--- src/rtl/branch_resolver.sv ---
// Branch/jump resolver: forms base+offset targets, decides taken, owns the pc,
// and hands one registered result per accepted instruction downstream.
module branch_resolver #(
    parameter logic [31:0] RESET_PC = 32'h0000_0000
) (
    input  logic        clk,
    input  logic        rst_n,
    input  logic        in_valid,
    output logic        in_ready,
    input  logic [31:0] instr,
    input  logic [1:0]  branch_op,
    input  logic [2:0]  branch_base_src,
    input  logic [2:0]  branch_offset_src,
    input  logic [31:0] rs1_data,
    input  logic        alu_zero,
    output logic        out_valid,
    input  logic        out_ready,
    output logic [31:0] next_pc,
    output logic        taken,
    output logic        flush,
    output logic [31:0] pc,
    output logic        fault,
    input  logic        fault_clear
);
    typedef enum logic {RUN, FAULT} state_t;
    state_t state, state_nx;

    logic [31:0] imm_i, imm_b, imm_j;
    logic [31:0] base, offset, sum, target, pc_plus4, npc;
    logic        taken_c, misalign, accept;
    logic        unused_instr;

    assign unused_instr = ^instr[6:0];

    assign imm_i = {{20{instr[31]}}, instr[31:20]};
    assign imm_b = {{19{instr[31]}}, instr[31], instr[7], instr[30:25], instr[11:8], 1'b0};
    assign imm_j = {{11{instr[31]}}, instr[31], instr[19:12], instr[20], instr[30:21], 1'b0};

    assign pc_plus4 = pc + 32'd4;

    always_comb begin
        base = 32'd0;
        case (branch_base_src)
            3'b001:  base = pc_plus4;
            3'b010:  base = pc;
            3'b011:  base = rs1_data;
            default: base = 32'd0;
        endcase
    end

    always_comb begin
        offset = 32'd0;
        case (branch_offset_src)
            3'b100:  offset = imm_i;
            3'b101:  offset = imm_j;
            3'b110:  offset = imm_b;
            default: offset = 32'd0;
        endcase
    end

    // Register-relative jumps drop bit 0 of the sum, JALR style.
    assign sum    = base + offset;
    assign target = (branch_base_src == 3'b011) ? {sum[31:1], 1'b0} : sum;

    // X/Z ops fall to the default arm, so they resolve as never-taken.
    always_comb begin
        taken_c = 1'b0;
        case (branch_op)
            2'b01:   taken_c = !alu_zero;
            2'b10:   taken_c = alu_zero;
            2'b11:   taken_c = 1'b1;
            default: taken_c = 1'b0;
        endcase
    end

    assign npc      = taken_c ? target : pc_plus4;
    assign misalign = taken_c && target[1];
    assign in_ready = (state == RUN) && (!out_valid || out_ready);
    assign accept   = in_valid && in_ready;
    assign fault    = (state == FAULT);

    always_ff @(posedge clk or negedge rst_n) begin
        if (!rst_n) state <= RUN;
        else        state <= state_nx;
    end

    always_comb begin
        state_nx = state;
        case (state)
            RUN:     if (accept && misalign) state_nx = FAULT;
            FAULT:   if (fault_clear)        state_nx = RUN;
            default: state_nx = RUN;
        endcase
    end

    always_ff @(posedge clk or negedge rst_n) begin
        if (!rst_n) begin
            pc        <= RESET_PC;
            next_pc   <= 32'd0;
            taken     <= 1'b0;
            out_valid <= 1'b0;
            flush     <= 1'b0;
        end else if (accept && !misalign) begin
            pc        <= npc;
            next_pc   <= npc;
            taken     <= taken_c;
            out_valid <= 1'b1;
            flush     <= taken_c;
        end else begin
            // A misaligned accept still retires any result handed off this cycle.
            flush <= 1'b0;
            if (out_ready || accept || state == FAULT) out_valid <= 1'b0;
        end
    end
endmodule

--- config.mk ---
export PLATFORM = sky130hd
export DESIGN_NAME = branch_resolver
export DESIGN_NICKNAME = d
export VERILOG_FILES = /design/src/rtl/branch_resolver.sv
export SDC_FILE = /design/constraint.sdc
export NUM_CORES = 1
export LEC_CHECK = 0
export BUFFER_PORTS_ARGS = -buffer_cell sky130_fd_sc_hd__buf_4
export CAP_MARGIN = 20
export CORE_UTILIZATION = 30
export DETAILED_ROUTE_END_ITERATION = 6
export SKIP_CTS_REPAIR_TIMING = 1
export SYNTH_ARGS = -nofsm -noshare
export SYNTH_HDL_FRONTEND = slang
export SYNTH_SLANG_ARGS = --single-unit
export TNS_END_PERCENT = 10
--- constraint.sdc ---
create_clock -name clk -period 3.48 [get_ports clk]
set_input_delay 0.174 -clock clk [delete_from_list [all_inputs] [get_ports clk]]
set_output_delay 0.174 -clock clk [all_outputs]
set_load 0.05 [all_outputs]
# Word-level counts from Yosys, hierarchy flattened
# Index checks and enable logic that the tools add are counted.
# totals
register_bits	36
latchBits	0
mem_bits_rw	0
rom_bits	0
word_cells	40
n_memories	0
# op_classes
addsub	2
mul	0
n_div	0
n_lt_le_gt_ge	0
n_eq_ne	9
n_shift	0
mux	11
bitwise_logic	1
reduce_logical	12
# op_table
op	n
one-hot mux 32 bit (3 select lines)	2
adder 32 x 3 -> 32 bit (second input constant)	1
adder 32 bit	1
2-to-1 mux 32 bit	1
equality test 3 bit (second input constant)	3
equality test 3 x 2 -> 1 bit (second input constant)	2
2-to-1 mux 1 bit	6
logical AND 1 bit	5
equality test 2 bit (second input constant)	2
equality test 3 x 1 -> 1 bit (second input constant)	1
zero test 1 bit	3
logical OR 1 bit	3
one-hot mux 1 bit (3 select lines)	1
equality test 2 x 1 -> 1 bit (second input constant)	1
one-hot mux 1 bit (2 select lines)	1
nonzero test 2 bit	1
inverter 1 bit	1

# Depth between registers and ports, before layout
# Gate-level depths: netlist of run 1.
# depth
depth_word	8
mapped_depth	21
ltp_nobuf	19

# Worst setup path before layout of run 1
# Ideal clock, no wire load.
# synth_timing
path_kind	flip-flop to flip-flop
start	register, netlist name next_pc[2]
end	register next_pc[29]
setup_ns	0.126
arrival_ns	4.073
t_required_ns	3.354
path_slack_ns	-0.719
stages_incl_launch_ff	21
n_path_buf	1
period_less_slack_ns	4.199
cell_sequence	dfrtp_1 > ha_1 > nand3_1 > or3_1 > nor3_1 > and3_1 > xnor2_1 > o21ai_0 > a22oi_1 > nor2_1 > ha_1 > clkbuf_8 > a21o_1 > a21o_1 > a21o_1 > a21o_1 > a21oi_1 > nor2_1 > nor2_1 > a31oi_1 > a2bb2oi_1
# synth_rtl
item	line	text
end signal: assignment	105	next_pc <= npc;
end: declaration	18	output logic [31:0] next_pc,

==> reports/qor.yml, run 1 <==
sta:
  timing.final.max_slew_violations: 0
  fin_skew_ps: 9.754
  worst_pin_slew_ps: 581.1
  worst_slack_ps: -417.6
  setup_viol: 16
  rsz0062_at_grt: "true"
  clock.fmax_mhz: 256.6
  report.final.hold_viol_count: 0
  period_minus_slack_ps: 3898
  min_period_over_period: 1.120
  holdWs_ps: 59.28
  relSlewSlack: 0.6126
floorplan:
  ioPinCount: 147
  die_height_um: 133.8
  dieArea_um2: 17900
  fp.coreArea_um2: 16760
  rows: 47
  start_util: 0.3109
  fp.dieW_um: 133.8
clock_network:
  clkLatencyLatePin_ps: 290
  htree_num_levels: 2
  clkTransAtPathRegs_ps: 70
  cts_made_buffers: 5
  cts.sinks: 36
  ctsLongestPathBuffers: 2
  cts_tree: "built"
  cts_root_buffer: "clkbuf_16"
power:
  leakagePower_nw: 3.711
  peakVddDrop_uv: 298.3
  powerDensity_nw_per_um2: 499.0
synthesis:
  async_reset_ff_frac: 1.000
  synth_ff_type: "dfrtp_1"
  synth_top_area_share: 0.1729
  yosysSeqAreaShare: 0.1729
  synth_commonest_cells: "nand2_1, a21oi_1, o21ai_0"
  yosysTopAreaCell: "dfrtp_1"
  synthTopCellsByArea: "dfrtp_1, ha_1, a21oi_1, o21ai_0, nand2_1"
  synth-edff-count: 0
  yosysWarningCount: 0
  synth_area_per_cell_um2: 7.042
  synthesis.nets: 852
  yosysUniqueCellTypes: 70
  syn_inst: 740
  ys_ff_latch: 36
  synth_area_um2: 5211
  yosysMostFrequentCell: "nand2_1"
critical_path:
  crit_path_cell_trace: "ha_2, and3_4, nand3_4, buf_4, nor3_2, nand2_1, xnor2_1, mux2_2, a22oi_1, nor2_1, ha_1, or2_2, a21oi_2, o31ai_2, a31oi_4, o21bai_4, nor3b_1, o31ai_1, nand2_1"
  cpMostUsedCell: "nand2_1"
  critical_path.slowest_cell: "dfrtp_4"
  arrival_ps: 4070
  cp.required_ps: 3650
  critPathKind: "reg -> reg"
  cp_top_family: "simple AND/OR/NAND/NOR gates"
  path_max_fanout: 5
  crit_path_max_incr_delay_ps: 450
  crit_path_end_kind: "flop"
  path_buf_inv: 1
  cp-start-kind: "flop"
grt:
  grt_usage: 0.2380
  gr-total-overflow: 0
  use_met1: 0.3360
  use_met3: 0.02646
  grt_pass1_wl_um: 33410
  grt_max_degree: 37
  globalRouteMet2Util: 0.3831
  antenna_found_initial: 0
  grt.busiest_layer: "met2"
  grt_pass1_vias: 6109
layout:
  area_delta_synth_final_pct: 52.77
  multi_input_area_um2: 4180
  nNetsFinal: 1103
  seqCellArea_um2: 924.6
  diodes: 0
  drive_gt1_frac: 0.4143
  stdcell_count: 1212
  num-fill-cells: 1690
placement:
  dp_hpwl_um: 16680
  place.gp.congestion: 0.9145
  placed_cells: 1196
  numPortBuffers: 139
drt:
  totalWireLength_um: 21610
  ant_nets: 0
  vias: 6622
  wl_per_cell_um: 17.83
  remaining_drc_errors: 0
  drt_pass1_iterations: 7
  first_iter_violations: 398
  via_per_inst: 5.464
min_path:
  min_path_type: "in -> reg"
run_status:
  failed_checks: "negative setup slack"
  status: "finished, violations left"
run:
  cap_violations: 0
[placed cells by master, fill, tap and decap left out, drive strengths merged, types with 5 or more instances in the layout]
master  synthesis  routed
a21oi          71      71
and3           17      17
o31ai          18      18
buf            36     318
nand2b          7       7
nand4           8       8
nor2b          17      17
a31oi           9       9
a21o           19      19
nor3           17      17
inv             7       7
mux2            6       6
nand3          22      22
nand2          89      89
a211oi          5       5
and2           13      13
clkbuf         39       8
a21boi          9       9
o22ai           6       6
xnor2          21      21
o21ai          78      78
a22oi          26      26
ha             33      33
mux2i           5       5
nor2           67      67
dfrtp          36      36
xor2           11      11
[final cells by class]
cell class / instances / share of cell area
well taps: 220 / 0.03457
flip-flops and latches: 36 / 0.1161
inverters: 8 / 0.003772
multi-input cells: 621 / 0.5251
clock buffers: 8 / 0.01839
repair buffers: 319 / 0.3021
[worst reg2reg max path, stage by stage (launching register included)]
cell and delay [ps]:
dfrtp_4 450, ha_2 180, and3_4 210, nand3_4 90, buf_4 150, nor3_2 180
nand2_1 80, xnor2_1 140, mux2_2 260, a22oi_1 130, nor2_1 60, ha_1 320
or2_2 290, a21oi_2 170, o31ai_2 100, a31oi_4 260, o21bai_4 120, nor3b_1 150
o31ai_1 330, nand2_1 100
[path summary, 6_finish.rpt]
| path | from | endpoint | slack [ps] | cells after the start |
|---|---|---|---|---|
| hold reg to reg | taken$_DFFE_PN0P_ | taken$_DFFE_PN0P_ | 500 | 2 |
| hold / removal | fault_clear | fault$_DFF_PN0_ | 60 | 2 |
| min in group asynchronous | rst_n | out_valid$_DFFE_PN0P_ | 420 | 2 |
| max in group asynchronous | rst_n | next_pc[15]$_DFFE_PN0P_ | 2610 | 2 |
| setup / recovery | next_pc[3]$_DFFE_PN0P_ | next_pc[26]$_DFFE_PN0P_ | -420 | 19 |
| setup reg to reg | next_pc[3]$_DFFE_PN0P_ | next_pc[26]$_DFFE_PN0P_ | -420 | 19 |
[routing by layer]
layer  up-vias  part of all wire  wire [um]
li1       3171                 -          -
met3        30             0.054       1172
met2       238              0.46      10010
met4         0             0.018        383
met5         -                 0          0
met1      3183              0.47      10050
[through the flow]
step	cell area, um^2	util	power (mW)	worst slack, ps	setup TNS [ps]
6_report	7961	0.4750	3.973	-417.6	-3425
2_1_floorplan	5338	-	2.508	-274.5	-2011
3_3_place_gp	7508	0.4480	3.382	-479.2	-3811
5_1_grt	7961	0.4750	4.163	-536.4	-6530
3_5_place_dp	7508	0.4480	3.400	-512.9	-4293
4_1_cts	7655	0.4567	3.895	-522.9	-4687
[flip-flops by register name, summed over array words and instances (netlist names)]
register	flops
next_pc	32
fault	1
flush	1
out_valid	1
taken	1
[where the power goes]
| group | switching (mW) | internal [mW] |
|---|---|---|
| logic | 1.77 | 0.993 |
| registers | 0.159 | 0.558 |
| clock network | 0.207 | 0.287 |
| total | 2.13 | 1.84 |
[logic make-up after synthesis]
family	count (synthesis)	synth area share
fa+ha+maj	34	0.08307
xor+xnor	32	0.05378
flops	36	0.1729
mux	11	0.02257
simple gates	277	0.2562
buf+inv	83	0.08716
compound gates	267	0.3244
Power figures use the tool's default switching activity.
==> inputs of run 2 (changes only) <==
PLACE_DENSITY_LB_ADDON = 0.1   (was not set)
==> run 2 against run 1 <==
  * The flow still finishes with violations (negative setup slack)
  * Via count down 2.0%
  * Sequential power grew 0.7%
  * Clock skew down 1.4 ps
  * Critical path depth is 1 higher
  * Fmax rose by 1.5%
  * Cell count decreased by 0.41%
  * Hold slack gained 32 ps
  * Wire length grew 3.0%
  * Power increased by 0.57%
  * Count of clock-buffer cells in the layout down 2
  * Register-to-register slack better by 60 ps
==> reports/qor.yml, run 2 (same netlist as run 1, synthesis figures left out) <==
layout:
  largest_reg_flops: 32  # unchanged
  mostFrequentLayoutCell: "buf_4"
  drive_gt1_frac: 0.4235  # +0.009191
  stdcell_count: 1207  # -0.41%
  finish.utilization: 0.4785  # +0.003434
  layout_common_cells: "buf_4, nand2_1, nor2_1"
  num-fill-cells: 1732  # +2.5%
  top_register: "next_pc"
  nNetsFinal: 1098  # -0.45%
  area_delta_synth_final_pct: 53.88
  diodes: 0  # unchanged
floorplan:
  start_util: 0.3109  # unchanged
  die_height_um: 133.8  # unchanged
  fp.dieW_um: 133.8  # unchanged
  fp.coreArea_um2: 16760  # unchanged
  rows: 47  # unchanged
  dieArea_um2: 17900  # unchanged
  ioPinCount: 147  # unchanged
critical_path:
  reg2reg_slack_ps: -360  # +60 ps
  path_buf_inv: 1  # unchanged
  arrival_ps: 4020  # -50 ps
  critical_path.slowest_cell: "dfrtp_4"
  crit_path_end_kind: "flop"
  crit_path_cell_trace: "buf_6, and4_4, nand3_4, or3_4, nor2_4, and4_4, nand2b_1, o21ai_1, a22oi_1, nor2_1, ha_4, a21o_1, a21o_1, a21oi_2, o21ai_0, a21oi_1, nor2_1, a211oi_2, xor2_1, a21oi_1"
  cp_top_family: "simple AND/OR/NAND/NOR gates"
  ff2ff_path_depth: 20  # +1
  cp.required_ps: 3660  # about the same
  path_max_fanout: 8  # +3
  r2r_end: "next_pc[30]$_DFFE_PN0P_"
  r2r_start: "next_pc[3]$_DFFE_PN0P_"
  cp-start-kind: "flop"
  critPathKind: "reg -> reg"
  crit_path_max_incr_delay_ps: 450  # about the same
sta:
  relSlewSlack: 0.4851  # -0.1275
  setup_viol: 13  # -3
  rsz0062_at_grt: "true"
  min_period_over_period: 1.104  # -0.01605
  tns_ps: -2616  # +809.1 ps
  timing.final.max_slew_violations: 0  # unchanged
  clock.fmax_mhz: 260.3  # +1.5%
  fin_skew_ps: 8.394  # -1.360 ps
  worst_slack_ps: -361.8  # +55.86 ps
  report.final.hold_viol_count: 0  # unchanged
  period_minus_slack_ps: 3842  # -55.86 ps
  worst_pin_slew_ps: 772.3  # +191.2 ps
min_path:
  holdPathStages: 2  # unchanged
  worst_hold_path.endpoint: "fault$_DFF_PN0_"
  min_path_type: "in -> reg"
  holdCritStartpoint: "fault_clear"
clock_network:
  cts.sinks: 36  # unchanged
  cts_root_buffer: "clkbuf_16"
  ctsLongestPathBuffers: 2  # unchanged
  htree_num_levels: 2  # unchanged
  clkTransAtPathRegs_ps: 60  # about the same
  cts_made_buffers: 5  # unchanged
  clkLatencyLatePin_ps: 290  # about the same
  cts_tree: "built"
drt:
  ant_nets: 0  # unchanged
  drt_pass1_iterations: 5  # -2
  remaining_drc_errors: 0  # unchanged
  wl_per_cell_um: 18.43  # +3.4%
  vias: 6492  # -2.0%
  via_per_inst: 5.379  # -1.6%
  first_iter_violations: 501  # +26%
  totalWireLength_um: 22250  # +3.0%
grt:
  grt_pass1_vias: 6179  # +1.1%
  gr-total-overflow: 0  # unchanged
  grt_usage: 0.2483  # +0.01032
  grt_pass1_wl_um: 34440  # +3.1%
  grt_max_degree: 37  # unchanged
  antenna_found_initial: 0  # unchanged
placement:
  place.gp.congestion: 0.9032  # -1.2%
  numPortBuffers: 139  # unchanged
  placed_cells: 1191  # -0.42%
  dp_hpwl_um: 17340  # +3.9%
  pre_cts_slack_ps: -500.6  # +12.31 ps
power:
  powerDensity_nw_per_um2: 498.2  # -0.15%
  peakVddDrop_uv: 359.0  # +20%
  power_mw: 3.995  # +0.57%
  leakagePower_nw: 3.735  # +0.66%
run_status:
  status: "finished, violations left"
  failed_checks: "negative setup slack"
run:
  cap_violations: 0  # unchanged
## run 2: how the worst max path moves through the flow
stage | cells past startpoint | to | start
5_1_grt | 19 | next_pc[30]$_DFFE_PN0P_ | next_pc[2]$_DFFE_PN0P_
4_1_cts | 20 | next_pc[30]$_DFFE_PN0P_ | next_pc[2]$_DFFE_PN0P_
3_3_place_gp | 20 | next_pc[30]$_DFFE_PN0P_ | next_pc[2]$_DFFE_PN0P_
6_report | 20 | next_pc[30]$_DFFE_PN0P_ | next_pc[3]$_DFFE_PN0P_
2_1_floorplan | 20 | next_pc[29]$_DFFE_PN0P_ | next_pc[2]$_DFFE_PN0P_
3_5_place_dp | 20 | next_pc[30]$_DFFE_PN0P_ | next_pc[2]$_DFFE_PN0P_
## run 2: through the flow
stage,hold WS [ps],area (um^2)
after global routing,83.50,8019
final,91.34,8019
after detailed placement,200.1,7483
after global placement,204.6,7483
after CTS,-108.2,7632
after floorplan,-121.6,5338
## run 2: layer usage
layer / global-route usage / routed length, um / vias to the layer above
met5: 0 / 0 / -
met3: 0.02116 / 1167 / 17
li1: - / - / 3164
met1: 0.3546 / 10680 / 3100
met4: 0.04924 / 235 / 0
met2: 0.4064 / 10160 / 211
## run 2: power by group
part / internal (mW) / total, mW / switching (mW)
sequential: 0.558 / 0.722 / 0.164
clock: 0.283 / 0.483 / 0.200
combinational: 1.00 / 2.79 / 1.79
total: 1.85 / 4.00 / 2.15
## run 2: final cells by class
| cell class | count | area [um^2] | area share |
|---|---|---|---|
| Tap cell | 220 | 275.3 | 0.03433 |
| Timing Repair Buffer | 314 | 2387 | 0.2977 |
| Multi-Input combinational cell | 621 | 4253 | 0.5303 |
| Sequential cell | 36 | 924.6 | 0.1153 |
| Clock buffer | 6 | 138.9 | 0.01732 |
| Inverter | 8 | 30.03 | 0.003745 |
| Clock inverter | 2 | 10.01 | 0.001248 |
